$ cat src/rtl/phy_lane_sched_if.sv
// Lane-side and PHY-side signal bundle for the two-lane transmit scheduler.
// Every lane handshake is valid/ready: a byte transfers on a rising edge where valid_in_x && ready_x.
interface phy_lane_sched_if;
  logic       enable;
  logic [7:0] data_in_0;
  logic       valid_in_0;
  logic       ready_0;
  logic [7:0] data_in_1;
  logic       valid_in_1;
  logic       ready_1;
  logic [7:0] data_out;
  logic       valid_out;
  logic       lane_out;
  logic [1:0] state_out;
  logic       err_0;
  logic       err_1;

  modport slave (
    input  enable, data_in_0, valid_in_0, data_in_1, valid_in_1,
    output ready_0, ready_1, data_out, valid_out, lane_out, state_out, err_0, err_1
  );

  modport master (
    output enable, data_in_0, valid_in_0, data_in_1, valid_in_1,
    input  ready_0, ready_1, data_out, valid_out, lane_out, state_out, err_0, err_1
  );
endinterface

$ cat src/rtl/phy_lane_sched.sv
// Two-lane transmit scheduler: per-lane FIFOs, round-robin arbitration onto one byte path,
// gated by an IDLE/SYNC/ACTIVE link FSM that sends an idle-symbol preamble before traffic.
module phy_lane_sched #(
  parameter int         DEPTH       = 4,
  parameter int         SYNC_CYCLES = 4,
  parameter logic [7:0] IDLE_SYM    = 8'hBC
) (
  input logic             clk_2f,
  input logic             reset,
  phy_lane_sched_if.slave bus
);
  localparam int AW = (DEPTH > 1) ? $clog2(DEPTH) : 1;
  localparam int CW = $clog2(DEPTH) + 1;
  localparam int SW = $clog2(SYNC_CYCLES) + 1;

  typedef enum logic [1:0] {
    S_IDLE   = 2'b00,
    S_SYNC   = 2'b01,
    S_ACTIVE = 2'b10
  } state_t;

  logic [7:0]    r_mem  [2][DEPTH];
  logic [AW-1:0] r_wptr [2];
  logic [AW-1:0] r_rptr [2];
  logic [CW-1:0] r_cnt  [2];
  logic [1:0]    r_err;

  state_t        r_state, w_state_nxt;
  logic [SW-1:0] r_scnt, w_scnt_nxt;
  logic [7:0]    r_data, w_data_nxt;
  logic          r_valid, w_valid_nxt;
  logic          r_lane, w_lane_nxt;
  logic          r_last, w_last_nxt;

  logic [7:0]    w_din [2];
  logic [1:0]    w_vin, w_full, w_nempty, w_push, w_pop, w_ovf;
  logic          w_gnt, w_gnt_lane;

  assign w_din[0] = bus.data_in_0;
  assign w_din[1] = bus.data_in_1;
  assign w_vin    = {bus.valid_in_1, bus.valid_in_0};

  // A full FIFO rejects the write even when it is popped in the same cycle.
  always_comb begin
    for (int i = 0; i < 2; i++) begin
      w_full[i]   = (r_cnt[i] == CW'(DEPTH));
      w_nempty[i] = (r_cnt[i] != '0);
      w_push[i]   = w_vin[i] && !w_full[i];
      w_ovf[i]    = w_vin[i] && w_full[i];
    end
  end

  assign w_pop[0] = w_gnt && !w_gnt_lane;
  assign w_pop[1] = w_gnt && w_gnt_lane;

  always_ff @(posedge clk_2f or posedge reset) begin
    if (reset) begin
      for (int i = 0; i < 2; i++) begin
        r_wptr[i] <= '0;
        r_rptr[i] <= '0;
        r_cnt[i]  <= '0;
      end
      r_err <= '0;
    end else begin
      for (int i = 0; i < 2; i++) begin
        if (w_push[i]) r_wptr[i] <= r_wptr[i] + 1'b1;
        if (w_pop[i])  r_rptr[i] <= r_rptr[i] + 1'b1;
        r_cnt[i] <= r_cnt[i] + CW'(w_push[i]) - CW'(w_pop[i]);
        if (w_ovf[i])  r_err[i] <= 1'b1;
      end
    end
  end

  always_ff @(posedge clk_2f) begin
    for (int i = 0; i < 2; i++) begin
      if (w_push[i]) r_mem[i][r_wptr[i]] <= w_din[i];
    end
  end

  always_ff @(posedge clk_2f or posedge reset) begin
    if (reset) begin
      r_state <= S_IDLE;
      r_scnt  <= '0;
      r_data  <= 8'h00;
      r_valid <= 1'b0;
      r_lane  <= 1'b0;
      r_last  <= 1'b1;
    end else begin
      r_state <= w_state_nxt;
      r_scnt  <= w_scnt_nxt;
      r_data  <= w_data_nxt;
      r_valid <= w_valid_nxt;
      r_lane  <= w_lane_nxt;
      r_last  <= w_last_nxt;
    end
  end

  // Output registers are loaded with the values belonging to the state being entered.
  always_comb begin
    w_state_nxt = r_state;
    w_scnt_nxt  = r_scnt;
    w_data_nxt  = 8'h00;
    w_valid_nxt = 1'b0;
    w_lane_nxt  = r_lane;
    w_last_nxt  = r_last;
    w_gnt       = 1'b0;
    w_gnt_lane  = r_last;
    case (r_state)
      S_IDLE: begin
        if (bus.enable) begin
          w_state_nxt = S_SYNC;
          w_scnt_nxt  = '0;
          w_data_nxt  = IDLE_SYM;
        end
      end
      S_SYNC: begin
        if (!bus.enable) begin
          w_state_nxt = S_IDLE;
        end else begin
          w_scnt_nxt = r_scnt + 1'b1;
          w_data_nxt = IDLE_SYM;
          if (r_scnt == SW'(SYNC_CYCLES - 1)) w_state_nxt = S_ACTIVE;
        end
      end
      S_ACTIVE: begin
        if (!bus.enable) begin
          w_state_nxt = S_IDLE;
        end else begin
          w_data_nxt = IDLE_SYM;
          if (w_nempty[0] && w_nempty[1]) begin
            w_gnt      = 1'b1;
            w_gnt_lane = !r_last;
          end else if (w_nempty[0]) begin
            w_gnt      = 1'b1;
            w_gnt_lane = 1'b0;
          end else if (w_nempty[1]) begin
            w_gnt      = 1'b1;
            w_gnt_lane = 1'b1;
          end
          if (w_gnt) begin
            w_data_nxt  = r_mem[w_gnt_lane][r_rptr[w_gnt_lane]];
            w_valid_nxt = 1'b1;
            w_lane_nxt  = w_gnt_lane;
            w_last_nxt  = w_gnt_lane;
          end
        end
      end
      default: w_state_nxt = S_IDLE;
    endcase
  end

  assign bus.ready_0   = !w_full[0];
  assign bus.ready_1   = !w_full[1];
  assign bus.data_out  = r_data;
  assign bus.valid_out = r_valid;
  assign bus.lane_out  = r_lane;
  assign bus.state_out = r_state;
  assign bus.err_0     = r_err[0];
  assign bus.err_1     = r_err[1];
endmodule

$ cat src/flat_wrapper.sv
// flat-port wrapper written by rule: the top's interface ports become plain ports
module phy_lane_sched_flat 
#(
  parameter int         DEPTH       = 4,
  parameter int         SYNC_CYCLES = 4,
  parameter logic [7:0] IDLE_SYM    = 8'hBC
)
  (clk_2f, reset, bus_enable, bus_data_in_0, bus_valid_in_0, bus_data_in_1, bus_valid_in_1, bus_ready_0, bus_ready_1, bus_data_out, bus_valid_out, bus_lane_out, bus_state_out, bus_err_0, bus_err_1);
  phy_lane_sched_if bus_i ();
  input logic clk_2f;
  input logic reset;
  input wire logic [$bits(bus_i.enable)-1:0] bus_enable;
  input wire logic [$bits(bus_i.data_in_0)-1:0] bus_data_in_0;
  input wire logic [$bits(bus_i.valid_in_0)-1:0] bus_valid_in_0;
  input wire logic [$bits(bus_i.data_in_1)-1:0] bus_data_in_1;
  input wire logic [$bits(bus_i.valid_in_1)-1:0] bus_valid_in_1;
  output wire logic [$bits(bus_i.ready_0)-1:0] bus_ready_0;
  output wire logic [$bits(bus_i.ready_1)-1:0] bus_ready_1;
  output wire logic [$bits(bus_i.data_out)-1:0] bus_data_out;
  output wire logic [$bits(bus_i.valid_out)-1:0] bus_valid_out;
  output wire logic [$bits(bus_i.lane_out)-1:0] bus_lane_out;
  output wire logic [$bits(bus_i.state_out)-1:0] bus_state_out;
  output wire logic [$bits(bus_i.err_0)-1:0] bus_err_0;
  output wire logic [$bits(bus_i.err_1)-1:0] bus_err_1;
  assign bus_i.enable = bus_enable;
  assign bus_i.data_in_0 = bus_data_in_0;
  assign bus_i.valid_in_0 = bus_valid_in_0;
  assign bus_i.data_in_1 = bus_data_in_1;
  assign bus_i.valid_in_1 = bus_valid_in_1;
  assign bus_ready_0 = bus_i.ready_0;
  assign bus_ready_1 = bus_i.ready_1;
  assign bus_data_out = bus_i.data_out;
  assign bus_valid_out = bus_i.valid_out;
  assign bus_lane_out = bus_i.lane_out;
  assign bus_state_out = bus_i.state_out;
  assign bus_err_0 = bus_i.err_0;
  assign bus_err_1 = bus_i.err_1;
  phy_lane_sched #(.DEPTH(DEPTH), .SYNC_CYCLES(SYNC_CYCLES), .IDLE_SYM(IDLE_SYM)) u_core (.clk_2f(clk_2f), .reset(reset), .bus(bus_i));
endmodule
$ cat config.mk
export PLATFORM = sky130hd
export DESIGN_NAME = phy_lane_sched_flat
export DESIGN_NICKNAME = d
export VERILOG_FILES = /design/src/rtl/phy_lane_sched_if.sv /design/src/rtl/phy_lane_sched.sv /design/src/flat_wrapper.sv
export SDC_FILE = /design/constraint.sdc
export NUM_CORES = 1
export LEC_CHECK = 0
export BUFFER_PORTS_ARGS = -buffer_cell sky130_fd_sc_hd__buf_2
export CELL_PAD_IN_SITES_DETAIL_PLACEMENT = 1
export CELL_PAD_IN_SITES_GLOBAL_PLACEMENT = 1
export CORE_UTILIZATION = 49
export DETAILED_ROUTE_END_ITERATION = 8
export HOLD_SLACK_MARGIN = 0.1
export PLACE_DENSITY = 0.78
export SLEW_MARGIN = 5
export SYNTH_ARGS = -nofsm -noshare
export SYNTH_HDL_FRONTEND = slang
export SYNTH_SLANG_ARGS = --single-unit
$ cat constraint.sdc
create_clock -name clk_2f -period 3.15 [get_ports clk_2f]
set_clock_uncertainty 0.2 [all_clocks]
set_input_delay 0.315 -clock clk_2f [delete_from_list [all_inputs] [get_ports clk_2f]]
set_output_delay 0.315 -clock clk_2f [all_outputs]
set_load 0.05 [all_outputs]
* Word level (Yosys, flattened, before mapping)
Memory sizes are Yosys's and may differ from the RTL's.
Cells that the tools add are included.
** Storage, ports and cells
- Bits in registers :: 32
- Bits in writable memories :: 64
- Input port bits :: 21
- Memories :: 1
** Memories
- u_core.r_mem :: depth 2, bits a word 32, rd ports 1, clocked after Yosys merged registers in 0, wr ports 2, line phy_lane_sched.sv:22 : logic [7:0] r_mem [2][DEPTH];
** Cells by class
- Add/subtract/negate cells :: 9
- Order comparisons :: 6
- Eq/ne operators :: 9
- Muxes and demuxes :: 43
- Bitwise gates (word level) :: 4
- Reductions and logical operators :: 21
** Operators by type and width (number)
- 32-bit two-way mux :: 2
- 8-bit two-way mux :: 7
- 8-bit demux with 2-bit select :: 2
- 1-bit two-way mux :: 19
- 8-bit binary-select mux with 2-bit select :: 1
- 8-bit case mux with 2 select lines :: 1
- 2-bit two-way mux :: 7
- 3-bit greater-or-equal comparator (second input constant) :: 3
- 1-bit logical AND :: 9
- 2-bit inverter with 3-bit output :: 3
- 3-bit AND reduction :: 3
- 2-bit by 1-bit adder with 2-bit output (second input constant) :: 4
- 3-bit by 1-bit adder with 3-bit output :: 2
- 3-bit == test (second input constant) :: 2
- 3-bit by 1-bit < comparator with 1-bit output (second input constant) :: 2
- 3-bit two-way mux :: 2
- 2-bit inequality test (second input constant) :: 3
- 2-bit case mux with 3 select lines :: 1
- 3-bit case mux with 2 select lines :: 1
- 3-bit nonzero test :: 2
- 3-bit by 1-bit subtractor with 3-bit output :: 2
- 1-bit zero test :: 4
- 3-bit by 1-bit adder with 3-bit output (second input constant) :: 1
- 3-bit by 2-bit == test with 1-bit output (second input constant) :: 1
- other kinds (8) :: 8

* Longest topological paths before layout
Gate-level depths: netlist of run 1.
- Word-level depth :: 17
- Gate-level depth with buffers :: 9
- Depth with buffers taken out :: 9

* Least setup slack after synthesis of run 1
Ideal clock, no wire load.
- Kind :: register to register
- Start point :: reg u_core.r_cnt[5] (netlist name)
- End point :: reg u_core.r_cnt[5] (netlist name)
- Library setup time :: 0.124 ns
- Data arrival time :: 2.255 ns
- Path slack :: 0.570 ns
- Cell stages (with the launch flop) :: 10
- Path buffers :: 0
- Cells stage by stage :: dfrtp_1 or3_4 o21ai_0 nor2_1 ha_1 inv_1 ha_1 fa_1 xor2_1 xnor2_1
** On the way
- Word-level cells in the longest chain between the ends :: 10
- Elaborated cells between the ends (all ways) :: 21
- Classes of those cells :: 2 x add/sub; 1 x eq/ne; 12 x mux; 6 x reduce/logical
** Ends and longest elaborated chain
- from (decl) :: line phy_lane_sched.sv:25 : logic [CW-1:0] r_cnt [2];
- from (signal, indexed assignment) :: line phy_lane_sched.sv:68 : r_cnt[i] <= r_cnt[i] + CW'(w_push[i]) - CW'(w_pop[i]);
- 3-bit nonzero test * :: line phy_lane_sched.sv:47 : w_nempty[i] = (r_cnt[i] != '0);
- 1-bit two-way mux or 1-bit logical AND (tied branches) :: line phy_lane_sched.sv:133, phy_lane_sched.sv:130
- 1-bit two-way mux :: line phy_lane_sched.sv:130 : if (w_nempty[0] && w_nempty[1]) begin
- 1-bit two-way mux :: line phy_lane_sched.sv:126 : if (!bus.enable) begin
- 1-bit two-way mux :: line phy_lane_sched.sv:108 : case (r_state)
- 1-bit two-way mux :: line phy_lane_sched.sv:126
- 1-bit two-way mux :: line phy_lane_sched.sv:108
- 1-bit zero test :: line phy_lane_sched.sv:53 : assign w_pop[0] = w_gnt && !w_gnt_lane;
- 1-bit logical AND * :: line phy_lane_sched.sv:53
- via u_core.w_pop[0] :: line phy_lane_sched.sv:36 : logic [1:0] w_vin, w_full, w_nempty, w_push, w_pop, w_ovf;
- 3-bit by 1-bit subtractor with 3-bit output * :: line phy_lane_sched.sv:68
The timed path passes the listed nets; every way through them passes the cells marked *. The select of a mux whose other input is x is not followed.
A chain may end at the register's enable or synchronous reset.

* Worst setup path after layout of run 1
- Start point :: reg u_core.r_cnt[5] (netlist name)
- End point :: reg u_core.r_cnt[2] (netlist name)
** On the way
- Word-level cells in the longest chain between the ends :: 9
- Elaborated cells between the ends (all ways) :: 16
- Classes of those cells :: 1 x add/sub; 12 x mux; 3 x reduce/logical
** Ends and longest elaborated chain
- 3-bit nonzero test * :: line phy_lane_sched.sv:47
- 1-bit two-way mux or 1-bit logical AND (tied branches) :: line phy_lane_sched.sv:133, phy_lane_sched.sv:130
- 1-bit two-way mux :: line phy_lane_sched.sv:130
- 1-bit two-way mux :: line phy_lane_sched.sv:126
- 1-bit two-way mux :: line phy_lane_sched.sv:108
- 1-bit two-way mux :: line phy_lane_sched.sv:126
- 1-bit two-way mux :: line phy_lane_sched.sv:108
- 1-bit logical AND * :: line phy_lane_sched.sv:54 : assign w_pop[1] = w_gnt && w_gnt_lane;
- via u_core.w_pop[1] :: line phy_lane_sched.sv:36
- 3-bit by 1-bit subtractor with 3-bit output * :: line phy_lane_sched.sv:68
Marks and branches as above.

==> impl_metrics.env, run 1 <==
export IMPL_outcome="completed"
export IMPL_antenna_cells=0
export IMPL_powerDensity_nw_per_um2=827
export IMPL_yosysMostFrequentCell="edfxtp_1"
export IMPL_worst_pin_slew_ns=1.02
export IMPL_crit_fanout=5
export IMPL_combPwrFrac_pct=30.8
export IMPL_wl_per_cell_microns=20.2
export IMPL_synth_common_cells="edfxtp_1 (64), mux2i_1 (37), dfrtp_1 (31)"
export IMPL_ys_seq_elements=96
export IMPL_min_path_type="flop to flop"
export IMPL_syn_avg_cell_area_sq_um=15.0
export IMPL_place_hpwl_microns=6190
export IMPL_period_needed_ns=2.81
export IMPL_num_nets_final=370
export IMPL_ys_flop_type="edfxtp_1"
export IMPL_post_cts_resized=0
export IMPL_drive_gt1_share_pct=19.2
export IMPL_required_ns=3.23
export IMPL_highest_layer="met4"
export IMPL_drv_slew=0
export IMPL_rsz0062_at_grt="false"
export IMPL_firstDrtPassIters=4
export IMPL_drt_total_wl_microns=8880
export IMPL_endpoint_kind="flop"
export IMPL_yosysWarnings=0
export IMPL_fmax_mhz=356
export IMPL_p_switching_w=0.00139
export IMPL_syn_area_sq_um=4030
export IMPL_instances_no_fill=440
export IMPL_async_flop_share_pct=33.3
export IMPL_power_total_w=0.00392
export IMPL_sw_frac_of_total_pct=35.3
export IMPL_root_buffer="clkbuf_8"
export IMPL_syn_to_final_growth_pct=17.6
export IMPL_antenna_found_initial=0
export IMPL_antenna_left=0
export IMPL_max_cap_violations=0
export IMPL_relSlewSlack_pct=32.1
export IMPL_p_seq_share_pct=47.9
export IMPL_ir_worst_vdd_v=0.000569
export IMPL_netlist_instances=269
export IMPL_cts_buffer_depth=2
export IMPL_synth_top_area_share_pct=47.7
export IMPL_yosysTopAreaCell="edfxtp_1"
export IMPL_met2_wirelength_microns=5110
export IMPL_grt_overflow=0
export IMPL_cts_inserted_buffers=9
export IMPL_via_count=2368
export IMPL_numPortBuffers=36
export IMPL_via_per_inst=5.38
export IMPL_synth_cell_types=34
export IMPL_p_int_w=0.00254
export IMPL_first_global_vias=2596
export IMPL_synth_edf_count=64
export IMPL_final_hold_violation_count=0
export IMPL_synth_area_leaders="edfxtp_1 (48%), dfrtp_1 (19%), mux2i_1 (9.2%), ha_1 (4.3%), nand2_1 (1.6%)"
export IMPL_p_leak_nw=1.93
export IMPL_timing_hold_ws_ns=0.275
export IMPL_io_pins=37
export IMPL_drtIter0Drc=77
export IMPL_placed_cells=404
export IMPL_dr_wl_met3_microns=207
export IMPL_rows=32
export IMPL_dieArea_sq_um=8600
export IMPL_clkTransAtPathRegs_ns=0.09
export IMPL_syn_num_nets=306
export IMPL_grt_max_degree=24
export IMPL_die_h_microns=92.7
export IMPL_tns_ns=0
export IMPL_wl_met1_microns=3490
export IMPL_ys_seq_area_share_pct=67.5
export IMPL_gp_congestion=0.767
export IMPL_worstSkewPairLatency_ns=0.35
export IMPL_die_w_microns=92.7
export IMPL_coreArea_sq_um=7850
export IMPL_setup_violations=0
export IMPL_drc=0
export IMPL_cp_start_kind="flop"
export IMPL_grt_use_total_pct=22.8
export IMPL_clock_sinks=96
export IMPL_p_clk_share_pct=21.3
export IMPL_cts_htree_levels=3
export IMPL_cts_tree="done"
export IMPL_grt_first_pass_wirelength_microns=13900
export IMPL_cp_arrival_ns=2.88
export IMPL_crit_type="flop to flop"
export IMPL_fin_crit_sh_pct=89.1
export IMPL_initial_core_util_pct=51.4
export IMPL_final_util_pct=60.4
-- logic make-up after synthesis --
logic type | share of synthesized area [%]
AO/OA/AOI/OAI | 5.21
XOR/XNOR | 2.17
adder cells (fa/ha/maj) | 5.34
buffers and inverters | 2.30
flip-flops | 67.5
multiplexers | 10.9
AND/OR/NAND/NOR | 6.58
-- layout make-up --
class | count | area [sq um]
Inverter | 15 | 56.3
Fill cell | 789 | 3100
Multi-Input combinational cell | 151 | 1220
Tap cell | 102 | 128
Timing Repair Buffer | 60 | 410
Clock buffer | 12 | 155
Sequential cell | 96 | 2720
Clock inverter | 4 | 53.8
-- power groups by stage --
stage                     combinational (W)  clock (W)  sequential (W)
after global routing                0.00133   0.000883         0.00191
after floorplan                    0.000808          0         0.00192
final                               0.00121   0.000835         0.00188
after global placement              0.00114          0         0.00187
after CTS                           0.00122   0.000847         0.00188
after detailed placement            0.00119          0         0.00191
-- per-stage QoR --
step / area, sq um / setup WS [ns]
4_1_cts: 4740 / 0.371
3_5_place_dp: 4330 / 0.429
3_3_place_gp: 4330 / 0.478
6_report: 4740 / 0.343
2_1_floorplan: 4030 / 0.570
5_1_grt: 4740 / 0.187
-- repair_timing --
| action | 4_1_cts | 5_1_grt |
|---|---|---|
| hold buffers | 20 | 0 |
| buffers inserted | 0 | 0 |
| hold endpoints to repair | 88 | 0 |
-- flip-flops by register name (all words and copies together), names as in the netlist --
register	flops
u_core.r_last	1
u_core.r_rptr	4
u_core.r_cnt	6
u_core.r_mem	64
u_core.bus.lane_out	1
u_core.bus.state_out	2
u_core.r_err	2
u_core.bus.data_out	8
u_core.r_wptr	4
u_core.bus.valid_out	1
u_core.r_scnt	3
-- worst paths after layout --
check                      slack, ns  depth (start not counted)                 endpoint            start
max                             0.34                          9          u_core.r_cnt[2]  u_core.r_cnt[5]
min                             0.27                          1          u_core.r_err[0]  u_core.r_err[0]
max reg2reg                     0.34                          9          u_core.r_cnt[2]  u_core.r_cnt[5]
min reg2reg                     0.27                          1          u_core.r_err[0]  u_core.r_err[0]
max in group asynchronous       1.50                          4            u_core.r_last            reset
min in group asynchronous       0.49                          3  u_core.bus.state_out[0]            reset
-- routing by layer --
layer / GRT usage (%) / vias up
li1: - / 1100
met1: 26.6 / 1217
met2: 43.3 / 46
met3: 2.96 / 5
met4: 7.18 / 0
met5: 0 / -
-- cells in the final DEF (no fill, tap or decap), drive strengths merged, types with 2 or more instances in the layout --
cell          n
mux2          4
a211oi        3
edfxtp       64
o21ai         6
nor2b         3
a21o          2
o211ai        3
xor2          4
nor2         11
a211o         3
fa            2
xnor2         6
dfrtp        31
a31o          2
a21oi         4
o22ai         5
inv          15
nand3b        2
dlygate4sd3  20
nor3          2
nand2        17
clkinvlp      2
clkbuf       12
and3          8
ha           14
o22a          2
mux2i        38
buf          40
nand2b        6
and2          2
-- critical path: stages, from the launching register on --
cell     delay [ns]
dfrtp_1        0.44
or3_4          0.43
a21o_1         0.22
nor2_1         0.23
ha_1           0.20
inv_1          0.04
ha_1           0.21
fa_1           0.41
xor2_1         0.21
xnor2_1        0.15
(Power assumes the default switching activity.)
==> run 2, diff against run 1 <==
--- a/config.mk
+++ b/config.mk
@@ -8,10 +8,11 @@
 export BUFFER_PORTS_ARGS = -buffer_cell sky130_fd_sc_hd__buf_2
 export CELL_PAD_IN_SITES_DETAIL_PLACEMENT = 1
 export CELL_PAD_IN_SITES_GLOBAL_PLACEMENT = 1
-export CORE_UTILIZATION = 49
+export CORE_UTILIZATION = 44
 export DETAILED_ROUTE_END_ITERATION = 8
 export HOLD_SLACK_MARGIN = 0.1
-export PLACE_DENSITY = 0.78
+export PLACE_DENSITY = 0.74
+export REMOVE_ABC_BUFFERS = 1
 export SLEW_MARGIN = 5
 export SYNTH_ARGS = -nofsm -noshare
 export SYNTH_HDL_FRONTEND = slang
==> constraint.sdc (replaced) <==
create_clock -name clk_2f -period 2.31 [get_ports clk_2f]
set_clock_uncertainty 0.2 [all_clocks]
set_input_delay 0.231 -clock clk_2f [delete_from_list [all_inputs] [get_ports clk_2f]]
set_output_delay 0.231 -clock clk_2f [all_outputs]
set_load 0.05 [all_outputs]
==> run 2 against run 1 <==
The run now ends with design-rule violations, negative setup slack left. First-iteration DRC count down 21%. Critical endpoint unchanged. Critical path depth is the same. Register-to-register slack worse by 0.49 ns. Count of clock-buffer cells in the layout shrank 2. Worst setup slack got worse by 0.49 ns. Combinational power grew 73%. Power up 45%. Sequential power rose by 29%. Global-route usage decreased by 3.3 points.
==> impl_metrics.env, run 2 (synthesized netlist as in run 1, its figures left out) <==
export IMPL_rsz0062_at_grt="true"
export IMPL_fillers=860
export IMPL_drtIter0Drc=61
export IMPL_numPortBuffers=36
export IMPL_regArea_sq_um=2720
export IMPL_antenna_cells=0
export IMPL_via_count=2417
export IMPL_drc=8
export IMPL_firstDrtPassIters=6
export IMPL_io_pins=37
export IMPL_worstSkewPairLatency_ns=0.37
export IMPL_endpoint_kind="flop"
export IMPL_crit_fanout=3
export IMPL_multi_input_area_sq_um=1260
export IMPL_final_cell_mix="edfxtp_1 (64), mux2i_1 (37), buf_2 (36), dfrtp_1 (31), buf_4 (24)"
export IMPL_syn_to_final_growth_pct=23.7
export IMPL_outcome="complete, but fails checks"
export IMPL_powerDensity_nw_per_um2=1140
export IMPL_setup_violations=8
export IMPL_cp_arrival_ns=2.55
export IMPL_timing_hold_ws_ns=0.115
export IMPL_max_cap_violations=0
export IMPL_grt_first_pass_wirelength_microns=13700
export IMPL_final_common_cell="edfxtp_1"
export IMPL_grt_use_total_pct=19.5
export IMPL_cts_buffer_depth=2
export IMPL_place_hpwl_microns=5940
export IMPL_clkTransAtPathRegs_ns=0.09
export IMPL_drive_gt1_share_pct=27.3
export IMPL_root_buffer="clkbuf_8"
export IMPL_rows=34
export IMPL_fin_crit_sh_pct=106
export IMPL_cts_tree="done"
export IMPL_setup_ws_ns=-0.148
export IMPL_tns_ns=-0.691
export IMPL_antenna_found_initial=0
export IMPL_cts_htree_levels=3
export IMPL_min_path_type="primary input to async pin"
export IMPL_crit_type="flop to flop"
export IMPL_die_h_microns=97.7
export IMPL_num_nets_final=394
export IMPL_initial_core_util_pct=45.8
export IMPL_grt_overflow=0
export IMPL_required_ns=2.40
export IMPL_drv_slew=0
export IMPL_relSlewSlack_pct=65.0
export IMPL_final_util_pct=56.7
export IMPL_final_hold_violation_count=0
export IMPL_drt_total_wl_microns=8630
export IMPL_p_leak_nw=2.06
export IMPL_grt_max_degree=28
export IMPL_clock_sinks=96
export IMPL_cp_start_kind="flop"
export IMPL_antenna_left=0
export IMPL_largest_reg_flops=64
export IMPL_worst_pin_slew_ns=0.525
export IMPL_gp_congestion=0.666
export IMPL_cts_inserted_buffers=9
export IMPL_ir_worst_vdd_v=0.000570
export IMPL_first_global_vias=2653
export IMPL_via_per_inst=5.14
export IMPL_fmax_mhz=407
export IMPL_die_w_microns=97.7
export IMPL_period_needed_ns=2.46
export IMPL_violations="design-rule violations, negative setup slack"
export IMPL_wl_per_cell_microns=18.4
export IMPL_coreArea_sq_um=8810
export IMPL_dieArea_sq_um=9550
export IMPL_power_total_w=0.00568
run 2: path summary, 6_finish.rpt:
kind,startpoint,to,slack [ns],cells after the start
max reg2reg,u_core.r_cnt[4],u_core.r_cnt[2],-0.15,9
min,reset,u_core.r_wptr[1],0.11,3
max in group asynchronous,reset,u_core.r_last,1.11,4
max,u_core.r_cnt[4],u_core.r_cnt[2],-0.15,9
min in group clk_2f,u_core.r_err[0],u_core.r_err[0],0.30,1
min reg2reg,u_core.r_err[0],u_core.r_err[0],0.30,1
run 2: area by class of cell:
type                    count  share of cell area (%)
flip-flops and latches     96                    54.6
multi-input cells         151                    25.2
repair buffers             84                    12.3
well taps                 108                    2.71
clock buffers              10                    2.56
clock inverters             6                    1.50
inverters                  15                    1.13
run 2: what timing repair did:
item | in CTS | in global routing
gates resized for setup | 12 | 3
buffers inserted | 3 | 3
hold buffers | 20 | 0
setup endpoints to repair | 4 | 8
pin swaps | 10 | 3
gates cloned | 0 | 0
endpoints found under the hold margin | 102 | 0
run 2: worst max-delay path: stages, from the launching register on:
cell	delay, ns
dfrtp_1	0.40
or3_4	0.43
a21o_1	0.19
nor2_2	0.13
ha_1	0.14
inv_1	0.04
ha_2	0.18
fa_2	0.33
xor2_1	0.18
xnor2_1	0.17
run 2: power by group:
group / leakage [nW] / switching, W / total (W) / internal, W
Combinational: 0.976 / 0.00121 / 0.00209 / 0.000879
Clock: 0.0994 / 0.000634 / 0.00115 / 0.000519
Sequential: 0.983 / 0.000170 / 0.00243 / 0.00226
run 2: per-stage QoR:
stage                     instances  setup slack [ns]  instance area, sq um
after floorplan                 262            -0.270                  4000
after global placement          429            -0.143                  4500
after detailed placement        429            -0.254                  4500
after CTS                       468            -0.149                  4960
after global routing            470            -0.249                  4990
final                           470            -0.148                  4990
run 2: per-layer routing:
metal | share of wire, % | wire length (microns) | GRT usage, %
met5 | 0 | 0 | 0
met4 | 1.9 | 167 | 8.74
met3 | 1.8 | 156 | 2.65
met2 | 54 | 4620 | 35.6
met1 | 43 | 3680 | 22.8
==> run 3, diff against run 2 <==
--- a/config.mk
+++ b/config.mk
@@ -5,13 +5,14 @@
 export SDC_FILE = /design/constraint.sdc
 export NUM_CORES = 1
 export LEC_CHECK = 0
+export ABC_AREA = 1
 export BUFFER_PORTS_ARGS = -buffer_cell sky130_fd_sc_hd__buf_2
 export CELL_PAD_IN_SITES_DETAIL_PLACEMENT = 1
 export CELL_PAD_IN_SITES_GLOBAL_PLACEMENT = 1
-export CORE_UTILIZATION = 44
+export CORE_UTILIZATION = 42
 export DETAILED_ROUTE_END_ITERATION = 8
 export HOLD_SLACK_MARGIN = 0.1
-export PLACE_DENSITY = 0.74
+export PLACE_DENSITY = 0.75
 export REMOVE_ABC_BUFFERS = 1
 export SLEW_MARGIN = 5
 export SYNTH_ARGS = -nofsm -noshare
==> run 3 against run 2 <==
The flow now finishes without violations. Worst setup slack gained 0.21 ns. Clock power grew 5%. Flip-flop and latch count is the same. Critical endpoint unchanged.
==> impl_metrics.env, run 3 <==
export IMPL_outcome="completed"
export IMPL_fin_crit_sh_pct=97.5
export IMPL_rows=36
export IMPL_final_common_cell="nand2_1"
export IMPL_required_ns=2.36
export IMPL_antenna_left=0
export IMPL_synth_area_leaders="edfxtp_1 (45%), dfrtp_1 (18%), nand2_1 (9.9%), ha_1 (4.1%), nor2_1 (3.5%)"
export IMPL_period_needed_ns=2.25
export IMPL_root_buffer="clkbuf_8"
export IMPL_min_path_type="flop to flop"
export IMPL_netlist_instances=397
export IMPL_drtIter0Drc=169
export IMPL_cts_buffer_depth=2
export IMPL_p_leak_nw=2.37
export IMPL_numPortBuffers=36
export IMPL_synth_top_area_share_pct=44.8
export IMPL_min_from="u_core.r_err[1]"
export IMPL_cts_htree_levels=3
export IMPL_num_nets_final=528
export IMPL_yosysTopAreaCell="edfxtp_1"
export IMPL_grt_use_total_pct=22.4
export IMPL_clkTransAtPathRegs_ns=0.09
export IMPL_final_hold_violation_count=0
export IMPL_cp_arrival_ns=2.30
export IMPL_drv_slew=0
export IMPL_largest_reg_flops=64
export IMPL_place_hpwl_microns=7240
export IMPL_final_cell_mix="nand2_1 (112), edfxtp_1 (64), nor2_1 (37), buf_2 (36), buf_4 (36)"
export IMPL_drc=0
export IMPL_syn_area_sq_um=4290
export IMPL_endpoint_kind="flop"
export IMPL_rsz0062_at_grt="true"
export IMPL_via_count=3086
export IMPL_gp_congestion=0.772
export IMPL_fillers=1113
export IMPL_tns_ns=0
export IMPL_reg2regPathDepth=11
export IMPL_clock_sinks=96
export IMPL_yosysWarnings=0
export IMPL_design_area_sq_um=5350
export IMPL_cp_endpoint="u_core.r_cnt[2]"
export IMPL_drive_gt1_share_pct=25.2
export IMPL_synth_cell_types=27
export IMPL_fmax_mhz=444
export IMPL_grt_first_pass_wirelength_microns=17000
export IMPL_critPathLaunch="u_core.r_cnt[4]"
export IMPL_instances_no_fill=629
export IMPL_die_h_microns=103
export IMPL_synth_edf_count=64
export IMPL_relSlewSlack_pct=71.2
export IMPL_via_per_inst=4.91
export IMPL_drt_total_wl_microns=10800
export IMPL_placed_cells=589
export IMPL_ys_seq_elements=96
export IMPL_die_w_microns=103
export IMPL_grt_max_degree=33
export IMPL_ys_flop_type="edfxtp_1"
export IMPL_ff2ff_setup_slack_ns=0.06
export IMPL_firstDrtPassIters=4
export IMPL_power_total_w=0.00658
export IMPL_syn_to_final_growth_pct=24.8
export IMPL_first_global_vias=3266
export IMPL_antenna_cells=0
export IMPL_cts_tree="done"
export IMPL_max_cap_violations=0
export IMPL_io_pins=37
export IMPL_final_util_pct=54.5
export IMPL_placed_cell_area_sq_um=4800
export IMPL_worstSkewPairLatency_ns=0.37
export IMPL_setup_violations=0
export IMPL_dieArea_sq_um=10600
export IMPL_yosysMostFrequentCell="nand2_1"
export IMPL_crit_fanout=3
export IMPL_cp_start_kind="flop"
export IMPL_cts_inserted_buffers=9
export IMPL_async_flop_share_pct=33.3
export IMPL_coreArea_sq_um=9820
export IMPL_worst_pin_slew_ns=0.433
export IMPL_initial_core_util_pct=43.7
export IMPL_antenna_found_initial=0
export IMPL_powerDensity_nw_per_um2=1230
export IMPL_ys_seq_area_share_pct=63.5
export IMPL_crit_type="flop to flop"
export IMPL_reg2reg_from="u_core.r_cnt[4]"
export IMPL_grt_overflow=0
export IMPL_syn_avg_cell_area_sq_um=10.8
export IMPL_timing_rr_end="u_core.r_cnt[2]"
export IMPL_synth_common_cells="nand2_1 (113), edfxtp_1 (64), nor2_1 (40)"
export IMPL_wl_per_cell_microns=17.1
export IMPL_ir_worst_vdd_v=0.000595
-- run 3: cell types whose count changed after synthesis, sizes merged, moves of 6 or more --
cell    change
nand3      +32
nand2     +104
nand2b      -6
inv        +25
o21ai      +15
nor2       +33
mux2i      -38
and3        -8
-- run 3: worst max-delay path, cell delays in order, from the launching register on --
cell and delay, ns:
dfrtp_1 0.42, nor2_4 0.15, nand2_4 0.07, nor2_4 0.13, nor2_4 0.06, inv_4 0.08, nor2_4 0.05, ha_4 0.25
inv_2 0.04, ha_4 0.15, fa_2 0.36, xor2_1 0.17
-- run 3: kinds of logic (layout without fill, tap and decap cells) --
family	count (synthesis)	in the layout	synth area share [%]
AND/OR/NAND/NOR	197	197	20.5
flip-flops	96	96	63.5
buffers and inverters	50	149	5.31
AO/OA/AOI/OAI	29	29	3.85
adder cells (fa/ha/maj)	16	16	5.02
XOR/XNOR	9	9	1.84
-- run 3: how the worst min path moves through the flow --
stage	cells after the start	endpoint
final	1	u_core.r_err[1]
after global routing	1	u_core.r_err[1]
after CTS	1	u_core.r_err[1]
after detailed placement	3	u_core.r_rptr[3]
after global placement	3	u_core.r_scnt[2]
after floorplan	0	u_core.r_mem[0][0]
-- run 3: routing by layer --
layer  track usage, %  vias up  routed length (microns)
met5                0        -                        0
met4             7.91        0                      167
met3             4.00       10                      542
met2             38.7       73                     5440
met1             28.4     1529                     4630
li1                 -     1474                        -
-- run 3: report_power, final --
part	switching [W]	leakage, nW	total [W]	internal (W)
sequential	0.000187	0.975	0.00244	0.00225
clock	0.000598	0.0991	0.00121	0.000614
combinational	0.00192	1.30	0.00293	0.00101
-- run 3: what timing repair did --
action,CTS,global route
gates cloned,0,0
endpoints found under the setup margin,4,11
buffers inserted,1,3
pin swaps,3,8
endpoints found under the hold margin,103,0
hold buffers,20,0
gates resized for setup,7,15
-- run 3: cell type report --
cell class | instances | area, sq um | share of cell area, %
clock inverter | 6 | 91.3 | 1.71
multi-input combinational | 251 | 1430 | 26.6
clock buffer | 10 | 128 | 2.38
tap | 133 | 166 | 3.11
inverter | 40 | 155 | 2.90
sequential | 96 | 2720 | 50.9
timing repair buffer | 93 | 662 | 12.4
-- run 3: stage by stage --
stage                     setup WS, ns  hold slack, ns
after floorplan                 -0.287           0.130
after global placement         -0.0467           0.146
after detailed placement        -0.182           0.155
after CTS                    -0.000248           0.278
after global routing           -0.0226           0.304
final                           0.0574           0.282
